$ cat config.mk
export PLATFORM = sky130hd
export DESIGN_NAME = di_term_arbiter
export DESIGN_NICKNAME = d
export VERILOG_FILES = /design/src/rtl/di_term_arbiter.sv
export SDC_FILE = /design/constraint.sdc
export NUM_CORES = 1
export LEC_CHECK = 0
export ABC_CLOCK_PERIOD_IN_PS = 4200
export CORE_AREA = 2 2 88 90
export DETAILED_ROUTE_END_ITERATION = 8
export DIE_AREA = 0 0 90 92
export HOLD_SLACK_MARGIN = 0.06
export PLACE_DENSITY_LB_ADDON = 0.15
export SYNTH_ARGS = -nofsm -noshare
export SYNTH_HDL_FRONTEND = slang
export SYNTH_SLANG_ARGS = --single-unit
$ cat constraint.sdc
create_clock -name ifclk -period 4.2 [get_ports ifclk]
set_input_delay 0.84 -clock ifclk [delete_from_list [all_inputs] [get_ports ifclk]]
set_output_delay 0.84 -clock ifclk [all_outputs]
set_load 0.1 [all_outputs]
$ cat src/rtl/di_term_arbiter.sv
// di_term_arbiter
//
// Routes the HostInterface device-interface bus to up to four terminal
// slots and returns the selected slot's read data and ready handshakes.
// A watchdog forces completion of a transfer whose terminal never becomes
// ready, and each forced completion is logged in sticky status registers.
//
// Handshake: a transfer is open while di_read_mode / di_write_mode is high.
// A word moves on every cycle in which the mode is high and the matching
// di_*_rdy is high. di_*_rdy is combinational from the selected terminal,
// or tied high when the address is unmapped or the transfer is forced.
//
// Ports:
//   ifclk, reset         clock (rising edge), asynchronous active-high reset
//   di_term_addr         terminal address from HostInterface
//   di_read_mode/_write_mode   transfer in progress
//   di_read_req/di_read/di_write  per-word strobes (clear the watchdog)
//   di_reg_datao         registered read data to HostInterface
//   di_read_rdy/_write_rdy     ready to HostInterface
//   term_reg_datao       slot i read data at [16i+15:16i]
//   term_read_rdy/_write_rdy   per-slot ready
//   term_sel             one-hot effective slot, zero when unmapped
//   err_clear            clears timeout status
//   timeout_err          sticky timeout flag
//   timeout_slot         slot of the most recent timeout
//   err_count            saturating timeout event count
//   dbg_state            FSM state (0 IDLE, 1 READ, 2 WRITE, 3 FORCE)
module di_term_arbiter #(
  parameter int          NUM_TERMS = 4,
  parameter logic [15:0] TERM_BASE = 16'h0000,
  parameter int          TIMEOUT   = 255,
  parameter logic [15:0] FILL_DATA = 16'hDEAD
) (
  input  logic                   ifclk,
  input  logic                   reset,
  input  logic [15:0]            di_term_addr,
  input  logic                   di_read_mode,
  input  logic                   di_write_mode,
  input  logic                   di_read_req,
  input  logic                   di_read,
  input  logic                   di_write,
  output logic [15:0]            di_reg_datao,
  output logic                   di_read_rdy,
  output logic                   di_write_rdy,
  input  logic [16*NUM_TERMS-1:0] term_reg_datao,
  input  logic [NUM_TERMS-1:0]   term_read_rdy,
  input  logic [NUM_TERMS-1:0]   term_write_rdy,
  output logic [NUM_TERMS-1:0]   term_sel,
  input  logic                   err_clear,
  output logic                   timeout_err,
  output logic [1:0]             timeout_slot,
  output logic [7:0]             err_count,
  output logic [1:0]             dbg_state
);

  typedef enum logic [1:0] {
    S_IDLE  = 2'd0,
    S_READ  = 2'd1,
    S_WRITE = 2'd2,
    S_FORCE = 2'd3
  } state_t;

  localparam logic [15:0] TIMEOUT_W = 16'(TIMEOUT);
  localparam logic [15:0] NUM_W     = 16'(NUM_TERMS);

  state_t      state, state_nxt;
  logic [15:0] wd_cnt, wd_nxt;
  logic [1:0]  lat_slot;
  logic        lat_hit;

  logic [15:0] addr_off;
  logic        live_hit;
  logic [1:0]  live_slot;
  logic        eff_hit;
  logic [1:0]  eff_slot;
  logic [3:0]  rd_pad, wr_pad, sel_pad;
  logic [63:0] data_pad;
  logic [15:0] sel_rdata;
  logic        sink;
  logic        strobe;
  logic        timeout_evt;

  // Decode wraps in 16 bits, so addresses below TERM_BASE are unmapped.
  assign addr_off  = di_term_addr - TERM_BASE;
  assign live_hit  = (addr_off < NUM_W);
  assign live_slot = addr_off[1:0];

  // Outside IDLE the slot is frozen so address changes mid-transfer are ignored.
  assign eff_hit  = (state == S_IDLE) ? live_hit  : lat_hit;
  assign eff_slot = (state == S_IDLE) ? live_slot : lat_slot;

  // Pad the per-slot buses to four slots so indexing is uniform.
  always_comb begin
    rd_pad   = '0;
    wr_pad   = '0;
    data_pad = '0;
    for (int i = 0; i < NUM_TERMS; i++) begin
      rd_pad[i]            = term_read_rdy[i];
      wr_pad[i]            = term_write_rdy[i];
      data_pad[16*i +: 16] = term_reg_datao[16*i +: 16];
    end
  end

  assign sel_rdata = data_pad[{eff_slot, 4'b0000} +: 16];
  assign sel_pad   = eff_hit ? (4'b0001 << eff_slot) : 4'b0000;
  assign term_sel  = sel_pad[NUM_TERMS-1:0];

  // Unmapped slots and forced transfers sink every word.
  assign sink         = (state == S_FORCE) || !eff_hit;
  assign di_read_rdy  = sink | rd_pad[eff_slot];
  assign di_write_rdy = sink | wr_pad[eff_slot];

  assign strobe    = di_read_req | di_read | di_write;
  assign dbg_state = state;

  // Next state. Mode deassertion wins over a timeout, and a ready seen in
  // the expiry cycle prevents the force.
  always_comb begin
    state_nxt = state;
    case (state)
      S_IDLE: begin
        if (di_read_mode)       state_nxt = S_READ;
        else if (di_write_mode) state_nxt = S_WRITE;
      end
      S_READ: begin
        if (!di_read_mode)                            state_nxt = S_IDLE;
        else if (!di_read_rdy && wd_cnt >= TIMEOUT_W) state_nxt = S_FORCE;
      end
      S_WRITE: begin
        if (!di_write_mode)                            state_nxt = S_IDLE;
        else if (!di_write_rdy && wd_cnt >= TIMEOUT_W) state_nxt = S_FORCE;
      end
      S_FORCE: begin
        if (!di_read_mode && !di_write_mode) state_nxt = S_IDLE;
      end
      default: state_nxt = S_IDLE;
    endcase
  end

  assign timeout_evt = (state_nxt == S_FORCE) && (state != S_FORCE);

  // Watchdog counts consecutive not-ready cycles of the open transfer and
  // parks at TIMEOUT rather than wrapping.
  always_comb begin
    wd_nxt = wd_cnt;
    if (strobe) begin
      wd_nxt = '0;
    end else begin
      case (state)
        S_READ: begin
          if (di_read_rdy)             wd_nxt = '0;
          else if (wd_cnt < TIMEOUT_W) wd_nxt = wd_cnt + 16'd1;
        end
        S_WRITE: begin
          if (di_write_rdy)            wd_nxt = '0;
          else if (wd_cnt < TIMEOUT_W) wd_nxt = wd_cnt + 16'd1;
        end
        default: wd_nxt = '0;
      endcase
    end
  end

  always_ff @(posedge ifclk or posedge reset) begin
    if (reset) begin
      state        <= S_IDLE;
      wd_cnt       <= '0;
      lat_slot     <= '0;
      lat_hit      <= 1'b0;
      di_reg_datao <= '0;
      timeout_err  <= 1'b0;
      timeout_slot <= '0;
      err_count    <= '0;
    end else begin
      state  <= state_nxt;
      wd_cnt <= wd_nxt;

      if (state == S_IDLE && state_nxt != S_IDLE) begin
        lat_slot <= live_slot;
        lat_hit  <= live_hit;
      end

      if (state == S_FORCE || state_nxt == S_FORCE || !eff_hit)
        di_reg_datao <= FILL_DATA;
      else
        di_reg_datao <= sel_rdata;

      // A timeout in the same cycle as err_clear is logged as the first event.
      if (timeout_evt) begin
        timeout_err  <= 1'b1;
        timeout_slot <= lat_slot;
        if (err_clear)              err_count <= 8'd1;
        else if (err_count != 8'hFF) err_count <= err_count + 8'd1;
      end else if (err_clear) begin
        timeout_err  <= 1'b0;
        timeout_slot <= '0;
        err_count    <= '0;
      end
    end
  end

endmodule

# Yosys cells after proc, flatten, opt, wreduce, memory -nomap -nowiden
# Cells that the tools add are included.
# totals
ff_bits	48
latchBits	0
ramBits	0
mem_bits_ro	0
input_bits	96
output_inout_bits	35
word_cells	73
memories	0
# op_classes
addsub	2
n_mul	0
n_div	0
order_cmp	4
eq_ne	6
shifts	2
muxes	29
n_bitwise	4
n_reduce_logical	18
# op_table
operator	count
16-bit two-way mux	5
64-bit by 7-bit variable part select with 16-bit output	1
8-bit two-way mux	4
16-bit one-hot mux with 2 select lines	1
2-bit two-way mux	10
16-bit by 1-bit adder with 16-bit output (second input constant)	1
16-bit by 8-bit greater-or-equal comparator with 1-bit output (second input constant)	1
16-bit by 3-bit < comparator with 1-bit output (second input constant)	1
16-bit by 8-bit < comparator with 1-bit output (second input constant)	1
8-bit by 1-bit adder with 8-bit output (second input constant)	1
8-bit != test (second input constant)	1
2-bit one-hot mux with 4 select lines	1
2-bit == test (second input constant)	3
2-bit nonzero test	3
1-bit logical AND	5
1-bit logical NOT	5
1-bit two-way mux	5
1-bit binary-select mux with 2-bit select	2
4-bit two-way mux	1
1-bit bitwise OR	4
1-bit by 2-bit left shift with 4-bit output (first input constant)	1
1-bit logical OR	3
2-bit by 3-bit < comparator with 1-bit output (second input constant)	1
2-bit by 1-bit == test with 1-bit output (second input constant)	1
3 further kinds	3

# Longest topological paths before layout
# Gate-level depths: netlist of the first run.
# depth
word_depth	14
ltp_mapped	11
depth_no_buf	9

# Least setup slack after synthesis of the first run
# OpenSTA, ideal clock, no wires.
# synth_path
kind	register -> output
startpoint	reg state[0] (netlist: dbg_state[0])
endpoint	out term_sel[1]
arrival_ns	4.376
required_ns	3.360
setup_slack_ns	-1.016
path_stages_with_launch	8
n_path_buf	3
path_cell_list	dfrtp_1 -> inv_1 -> ha_1 -> buf_6 -> mux2i_4 -> clkbuf_1 -> clkbuf_1 -> nor3_1
# synth_between
elab_chain_len	4
elab_cells_between_ends	5
classes_between	shift: 1; mux: 3; reduce/logical: 1
# synth_lines
element	line_no	rtl
start: declaration	66	state_t state, state_nxt;
start signal: assignment	174	state <= state_nxt;
2-bit logical NOT *	89, 90	
2-bit two-way mux	90	assign eff_slot = (state == S_IDLE) ? live_slot : lat_slot;
1-bit by 2-bit left shift with 4-bit output	105	assign sel_pad = eff_hit ? (4'b0001 << eff_slot) : 4'b0000;
4-bit two-way mux *	105	
end: declaration	48	output logic [NUM_TERMS-1:0] term_sel,
# Mark *: on every way between the ends. The rest lies on a longest branch, timed or not.

# Worst setup path in the final report of the first run
# layout_path
startpoint	reg state[0] (netlist: dbg_state[0])
endpoint	out di_read_rdy
# layout_between
elab_chain_len	5
elab_cells_between_ends	9
classes_between	eq/ne: 1; mux: 4; bitwise: 1; reduce/logical: 3
# layout_lines
element	line_no	rtl
2-bit logical NOT	89, 90	
2-bit two-way mux or 1-bit two-way mux (tied branches)	90, 89	
1-bit binary-select mux with 2-bit select or 1-bit logical NOT (tied branches)	110, 109	
1-bit two-way mux (not written as such) or 1-bit logical OR (tied branches)	110, 109	
1-bit bitwise OR *	110	assign di_read_rdy = sink | rd_pad[eff_slot];
end: declaration	43	output logic di_read_rdy,
# Mark *: on every way between the ends. The rest lies on a longest branch, timed or not. The select of a mux whose other input is x is not followed.

==> results of run 1 <==
[logic make-up (layout without fill, tap and decap cells)]
kind of cell | count (synthesis) | count (layout) | synth area share
and+or+nand+nor | 157 | 157 | 0.263
muxes | 19 | 19 | 0.101
AOI/OAI and AO/OA | 51 | 51 | 0.130
DFF | 48 | 48 | 0.420
xor gates and xnor gates | 7 | 7 | 0.0215
buffers and inverters | 24 | 151 | 0.0346
adders and majority gates | 7 | 7 | 0.0306
[flip-flops by register name, summed over array words and instances (netlist names)]
register,flops
wd_cnt,16
di_reg_datao,16
dbg_state,2
timeout_err,1
timeout_slot,2
err_count,8
lat_hit,1
lat_slot,2
[cells in the mapped netlist, types with 2 or more instances]
cell,number
a2111oi_0,2
a21o_1,14
a21oi_1,7
a41o_1,2
and2_1,10
and3_1,10
clkbuf_1,14
dfrtp_1,48
ha_1,7
inv_1,7
mux2_2,8
mux2i_1,4
mux4_2,6
nand2_1,61
nand2b_1,3
nand3_1,28
nand4_1,5
nor2_1,18
nor2b_1,3
nor3_1,6
nor4_1,5
nor4b_1,2
o211ai_1,4
o21a_1,3
o21ai_0,6
o2bb2ai_1,2
o31ai_1,2
or3_1,2
or4_1,3
xnor2_1,3
xor2_1,4
[routing by layer]
| metal | vias to the layer above | global-route usage |
|---|---|---|
| met1 | 1299 | 0.238 |
| li1 | 1367 | - |
| met3 | 9 | 0.0666 |
| met4 | 0 | 0.0538 |
| met5 | - | 0 |
| met2 | 108 | 0.350 |
[final timing paths]
check | startpoint | endpoint | slack, ns | depth (start not counted)
worst max-delay path | dbg_state[0] | di_read_rdy | 0.57 | 7
worst min-delay path | wd_cnt[13] | wd_cnt[13] | 0.49 | 1
worst max register to register | dbg_state[0] | di_reg_datao[12] | 0.80 | 10
worst min register to register | wd_cnt[13] | wd_cnt[13] | 0.49 | 1
max in group asynchronous | reset | wd_cnt[0] | 2.51 | 2
min in group asynchronous | reset | err_count[4] | 1.08 | 2
[report_power, final]
part | switching, mW | internal (mW) | leakage [nW] | total (mW)
logic | 0.716 | 0.466 | 1.20 | 1.18
registers | 0.0469 | 0.500 | 0.601 | 0.547
clock network | 0.157 | 0.134 | 0.0445 | 0.291
[placed cells by master, fill, tap and decap left out, drive strengths merged, types with 8 or more instances in the layout]
master	count
buf	12
and3	10
and2	10
nor2	19
clkdlybuf4s50	124
a21o	14
nand3	28
mux2	8
a21oi	8
nand2	61
dfrtp	48
[critical path, delay by kind of cell (launching register included)]
kind,cells,cell delay [ns]
buffers and inverters,3,0.56
adder cells (fa/ha/maj),1,0.39
flip-flops,1,0.47
multiplexers,2,0.83
AND/OR/NAND/NOR,1,0.21
[area by class of cell]
cell class | instances | area, um2
Tap cell | 102 | 128
Fill cell | 671 | 3010
Clock buffer | 7 | 86.3
Multi-Input combinational cell | 241 | 1590
Inverter | 7 | 26.3
Timing Repair Buffer | 136 | 1390
Clock inverter | 1 | 7.51
Sequential cell | 48 | 1200
==> impl_metrics.ini, run 1 <==
[layout]
fin_cells = 542
drive_gt1_frac = 0.0955
nets = 542
final_core_util = 0.595
final_cell_area_um2 = 4430
diodes = 0
area_growth_pct = 55.1

[cts]
post_cts_buffers = 0
cts.clk_slew.worst_paths_ns = 0.09
htreeDepth = 2
clockBufferDepth = 2
holdBufCountCts = 0
cts_tree = yes
cts_resized = 0
cts_sinks = 48
cts_buffers = 5
clock_latency_ns = 0.31
cts-root-buf = clkbuf_8

[floorplanning]
num_rows = 32
ios = 131
die-area_um2 = 8280
initial_core_util = 0.384
core_um2 = 7450
die_y_um = 92
die_w_um = 90

[sta]
relSlewSlack = 0.333
skew_ns = 0.00794
fmax_ghz = 0.276
finalCritPeriodShare = 0.864
holdWs_ns = 0.494
fin_ws_ns = 0.572
rsz0062_at_grt = no
finalHoldViolCount = 0
fin_setup_tns_ns = 0
setup_violations = 0
fin_crit_ns = 3.63
tightest_slew_ns = 0.998
final_max_slew_viol_count = 0

[yosys]
synth_edf_count = 0
yosys_warnings = 0
ys_seq_elements = 48
synth_async_sr_flop_share = 1.00
synth_top_area_frac = 0.420
yosys.area.top_type = dfrtp_1
ys_top_cells_by_area = dfrtp_1 42%, nand2_1 8.0%, nand3_1 4.9%
yosysUniqueCellTypes = 45
postSynthCellCount = 313
syn-num-nets = 416
seq_area_frac_synth = 0.420
synth_ff_type = dfrtp_1
syn_area_per_cell_um2 = 9.13
syn_area_um2 = 2860

[place]
preCtsSetupSlack_ns = 0.619
hpwlAfterDp_mm = 6.41
dp.cells = 534
gp_congestion = 0.909
dpl-instance-area_um2 = 4340
numPortBuffers = 130

[route]
via_count = 2783
wl_mm = 8.12
wl_per_cell_um = 15.0
drt-met1-wl_mm = 3.35
dr.first_iter.drc_count = 77
route.detailed.drc = 0
route.met2.wl_mm = 3.94
drtAntennaViolNets = 0
wl_met3_um = 723
maxUsedRoutingLayer = met4
firstDrtPassIters = 5
viasPerCell = 5.13

[power]
p_total_mw = 2.02
powerDensity_nw_per_um2 = 456
peakVddDrop_uv = 207
power_leakage_nw = 1.84

[flow_run]
maxCapViolations = 0

[global_route]
overflow = 0
grt_max_degree = 49
grt_pass1_vias = 2772
grt_usage = 0.201
antenna_found_initial = 0
grt_first_pass_wirelength_mm = 13.3

[critical_path]
worst_setup_path_start_kind = register
critPathCaptureType = output port
worstPathRequired_ns = 3.36
path_cells = inv_1, ha_1, mux2i_4, buf_4, mux4_2, nand2b_1, buf_12
slowest_stage = mux4_2
path_max_fanout = 7
crit_type = reg2out
critPathArrivalTime_ns = 2.79
slowest_delay_ns = 0.53

[worst_hold_path]
hp-class = reg2reg

[outcome]
outcome = finished clean
No activity file was read; power rests on OpenSTA's default activity.
==> run 2: changes to the inputs <==
--- a/config.mk
+++ b/config.mk
@@ -6,11 +6,12 @@
 export NUM_CORES = 1
 export LEC_CHECK = 0
 export ABC_CLOCK_PERIOD_IN_PS = 4200
+export CAP_MARGIN = 20
 export CORE_AREA = 2 2 88 90
 export DETAILED_ROUTE_END_ITERATION = 8
 export DIE_AREA = 0 0 90 92
 export HOLD_SLACK_MARGIN = 0.06
-export PLACE_DENSITY_LB_ADDON = 0.15
+export PLACE_DENSITY = 0.77
 export SYNTH_ARGS = -nofsm -noshare
 export SYNTH_HDL_FRONTEND = slang
 export SYNTH_SLANG_ARGS = --single-unit
==> run 2 against run 1 <==
Clock power decreased by 3%. Sequential power hardly changed. Non-clock buffer count unchanged.
==> impl_metrics.ini, run 2 (same netlist as run 1, synthesis figures left out) <==
[cts]
holdBufCountCts = 0
clock_latency_ns = 0.30
cts_buffers = 5
cts_sinks = 48
post_cts_buffers = 0
clockBufferDepth = 2
cts_resized = 0
cts.clk_slew.worst_paths_ns = 0.08
cts_tree = yes
htreeDepth = 2
cts-root-buf = clkbuf_8

[worst_hold_path]
hp-start = timeout_err
hold_depth = 1
hold_end = timeout_err
hp-class = reg2reg

[place]
gp_congestion = 0.868
hpwlAfterDp_mm = 6.50
numPortBuffers = 130
dp.cells = 533
preCtsSetupSlack_ns = 0.527

[layout]
fin_cells = 542
top_regs = di_reg_datao x16, wd_cnt x16, err_count x8
final_common_cell = clkdlybuf4s50_1
drive_gt1_frac = 0.0977
final_cell_mix = 124 x clkdlybuf4s50_1, 61 x nand2_1, 48 x dfrtp_1
diodes = 0
area_growth_pct = 56.0
nets = 542

[power]
power_leakage_nw = 1.86
peakVddDrop_uv = 288
powerDensity_nw_per_um2 = 454
p_total_mw = 2.02

[outcome]
outcome = finished clean

[critical_path]
reg2reg_depth = 9
path_max_fanout = 7
crit_type = reg2out
reg2reg_from = dbg_state[0]
critPathCaptureType = output port
regToRegEndpoint = di_reg_datao[15]
critPathArrivalTime_ns = 2.66
slowest_delay_ns = 0.56
path_cells = inv_1, ha_1, mux2i_4, mux4_2, nand2b_1, buf_12
worstPathRequired_ns = 3.36
critical_path_buf_inv_count = 2
startpoint = dbg_state[0]
r2r_slack_ns = 0.71
slowest_stage = mux4_2
path_delay_family = multiplexers
worst_setup_path_start_kind = register

[floorplanning]
initial_core_util = 0.384
die-area_um2 = 8280
die_w_um = 90
die_y_um = 92
num_rows = 32
core_um2 = 7450
ios = 131

[route]
firstDrtPassIters = 4
viasPerCell = 5.25
via_count = 2844
dr.first_iter.drc_count = 184
drtAntennaViolNets = 0
wl_per_cell_um = 15.3
wl_mm = 8.29
route.detailed.drc = 0

[sta]
rsz0062_at_grt = no
tightest_slew_ns = 1.01
fin_ws_ns = 0.702
final_max_slew_viol_count = 0
relSlewSlack = 0.324
setup_violations = 0
finalCritPeriodShare = 0.833
fmax_ghz = 0.286
fin_crit_ns = 3.50
fin_setup_tns_ns = 0
skew_ns = 0.00509
finalHoldViolCount = 0
holdWs_ns = 0.491

[global_route]
grt_max_degree = 49
grt_first_pass_wirelength_mm = 13.5
overflow = 0
grt_pass1_vias = 2845
grt_usage = 0.204
antenna_found_initial = 0

[flow_run]
maxCapViolations = 0
-- run 2: changes by cell type in the layout (fill, tap and decap cells not counted), sizes merged --
cell and change:
clkinv +2, clkbuf -1, clkinvlp -1
-- run 2: layout make-up --
type	count	area (um2)
repair buffers	136	1420
well taps	102	128
flip-flops and latches	48	1200
multi-input cells	241	1590
fillers	665	2990
inverters	7	26.3
clock buffers	6	82.6
clock inverters	2	10.0
-- run 2: how the worst max path moves through the flow --
stage | depth (start not counted) | end | slack [ns]
final | 6 | di_read_rdy | 0.70
after global routing | 9 | di_reg_datao[2] | 0.40
after CTS | 6 | di_read_rdy | 0.67
after detailed placement | 8 | di_reg_datao[2] | 0.53
after global placement | 8 | di_reg_datao[14] | 0.63
after floorplan | 7 | term_sel[1] | -0.16
-- run 2: through the flow --
step / utilization / instance area [um2]
after floorplan: - / 2890
after global placement: 0.583 / 4340
after detailed placement: 0.583 / 4340
after CTS: 0.596 / 4440
after global routing: 0.598 / 4460
final: 0.598 / 4460
-- run 2: where the power goes --
group	total [mW]	switching (mW)	internal, mW
Combinational	1.19	0.734	0.461
Clock	0.281	0.149	0.131
Sequential	0.547	0.0470	0.500
Total	2.02	0.930	1.09
-- run 2: metal layers --
layer | vias up | global-route usage | part of all wire
met5 | - | 0 | 0
met4 | 0 | 0.0564 | 0.011
met3 | 9 | 0.0707 | 0.11
met2 | 145 | 0.355 | 0.49
met1 | 1330 | 0.241 | 0.40
li1 | 1360 | - | -
==> run 3: changes to the inputs <==
--- a/config.mk
+++ b/config.mk
@@ -5,11 +5,11 @@
 export SDC_FILE = /design/constraint.sdc
 export NUM_CORES = 1
 export LEC_CHECK = 0
-export ABC_CLOCK_PERIOD_IN_PS = 4200
+export ABC_CLOCK_PERIOD_IN_PS = 3100
 export CAP_MARGIN = 20
-export CORE_AREA = 2 2 88 90
+export CORE_AREA = 2 2 90 92
 export DETAILED_ROUTE_END_ITERATION = 8
-export DIE_AREA = 0 0 90 92
+export DIE_AREA = 0 0 92 94
 export HOLD_SLACK_MARGIN = 0.06
 export PLACE_DENSITY = 0.77
 export SYNTH_ARGS = -nofsm -noshare
==> constraint.sdc (replaced) <==
create_clock -name ifclk -period 3.1 [get_ports ifclk]
set_input_delay 0.62 -clock ifclk [delete_from_list [all_inputs] [get_ports ifclk]]
set_output_delay 0.62 -clock ifclk [all_outputs]
set_load 0.1 [all_outputs]
==> run 3 against run 2 <==
Clock power up 91%. Hold slack better by 0.0028 ns. Wire length grew 5.6%. Via count up 1.9%. Global-route usage rose by 0.24 points. Final area is 4.0% higher.
==> impl_metrics.ini, run 3 (same netlist as run 1, synthesis figures left out) <==
[critical_path]
worstPathRequired_ns = 2.48
critPathCaptureType = output port
critPathArrivalTime_ns = 2.38
worst_setup_path_start_kind = register
path_max_fanout = 5
crit_type = reg2out

[sta]
rsz0062_at_grt = no
setup_violations = 0
fmax_ghz = 0.334
relSlewSlack = 0.410
holdWs_ns = 0.494
tightest_slew_ns = 0.884
fin_setup_tns_ns = 0
skew_ns = 0.0138
fin_ws_ns = 0.102
fin_crit_ns = 3.00
finalHoldViolCount = 0
final_max_slew_viol_count = 0
finalCritPeriodShare = 0.967

[place]
dp.cells = 554
gp_congestion = 0.868
hpwlAfterDp_mm = 6.93
numPortBuffers = 130
preCtsSetupSlack_ns = -0.166
dpl-instance-area_um2 = 4450

[floorplanning]
ios = 131
die_w_um = 92
num_rows = 32
die-area_um2 = 8650
core_um2 = 7610
initial_core_util = 0.376
die_y_um = 94

[flow_run]
maxCapViolations = 0

[route]
firstDrtPassIters = 4
wl_per_cell_um = 15.5
dr.first_iter.drc_count = 138
drtAntennaViolNets = 0
viasPerCell = 5.14
wl_mm = 8.76
route.detailed.drc = 0
via_count = 2899

[layout]
fin_cells = 564
top_regs = di_reg_datao x16, wd_cnt x16, err_count x8
nets = 564
area_growth_pct = 62.2
drive_gt1_frac = 0.221
final_cell_area_um2 = 4640
nFillCells = 667
final_cell_mix = 95 x clkdlybuf4s50_1, 61 x nand2_1, 57 x buf_4
final_core_util = 0.609
final_common_cell = clkdlybuf4s50_1
diodes = 0

[power]
powerDensity_nw_per_um2 = 675
power_leakage_nw = 2.01
peakVddDrop_uv = 384
p_total_mw = 3.13

[cts]
cts_sinks = 48
cts_tree = yes
clockBufferDepth = 2
cts_buffers = 5
cts.clk_slew.worst_paths_ns = 0.09
holdBufCountCts = 0
htreeDepth = 2
cts-root-buf = clkbuf_8
clock_latency_ns = 0.31

[global_route]
grt_pass1_vias = 2985
overflow = 0
grt_max_degree = 44
grt_usage = 0.207
grt_first_pass_wirelength_mm = 14.0
antenna_found_initial = 0

[worst_hold_path]
hp-class = reg2reg

[outcome]
outcome = finished clean
==> run 3: cell count changes in the layout (fill, tap and decap cells not counted), moves of 2 or more <==
cell / change
buf_4: +52
clkdlybuf4s50_1: -29
bufinv_16: +2
clkinv_2: -2
dfrtp_1: -2
dfrtp_4: +2
inv_1: -2
inv_2: +2
nor3_2: -2
nor3_4: +2
==> run 3: worst max-delay path, cell delays in order (launching register included) <==
cell and delay, ns:
dfrtp_4 0.50, inv_2 0.11, ha_4 0.18, mux2i_4 0.32, mux4_2 0.57, nand2b_1 0.21
buf_12 0.18
==> run 3: timing repair <==
action                     4_1_cts  5_1_grt
setup endpoints to repair        8       22
pin swaps                        1        2
setup buffers                    0        2
gates resized for setup          4        3
cloned                           0        0
==> run 3: worst paths after layout <==
kind | to | depth (start not counted) | start | slack (ns)
hold reg to reg | wd_cnt[11] | 1 | wd_cnt[11] | 0.49
max in group asynchronous | dbg_state[1] | 2 | reset | 1.63
setup reg to reg | lat_slot[1] | 11 | dbg_state[0] | 0.15
setup / recovery | di_read_rdy | 6 | dbg_state[0] | 0.10
min in group asynchronous | di_reg_datao[13] | 2 | reset | 0.82
hold / removal | wd_cnt[11] | 1 | wd_cnt[11] | 0.49
==> run 3: per-layer routing <==
layer | vias to the layer above | track usage | part of all wire
li1 | 1408 | - | -
met1 | 1366 | 0.236 | 0.41
met2 | 113 | 0.376 | 0.49
met3 | 12 | 0.0666 | 0.083
met4 | 0 | 0.0510 | 0.015
met5 | - | 0 | 0
==> run 3: final cells by class <==
type / count / area, um2 / area share
inverters: 7 / 26.3 / 0.00567
well taps: 102 / 128 / 0.0275
clock inverters: 2 / 60.1 / 0.0130
multi-input cells: 241 / 1640 / 0.354
clock buffers: 6 / 72.6 / 0.0157
flip-flops and latches: 48 / 1210 / 0.261
repair buffers: 158 / 1500 / 0.323
==> run 3: report_power, final <==
part	internal (mW)	leakage, nW	switching, mW
logic	0.777	1.35	1.08
registers	0.686	0.599	0.0503
clock network	0.322	0.0654	0.214
total	1.78	2.01	1.34
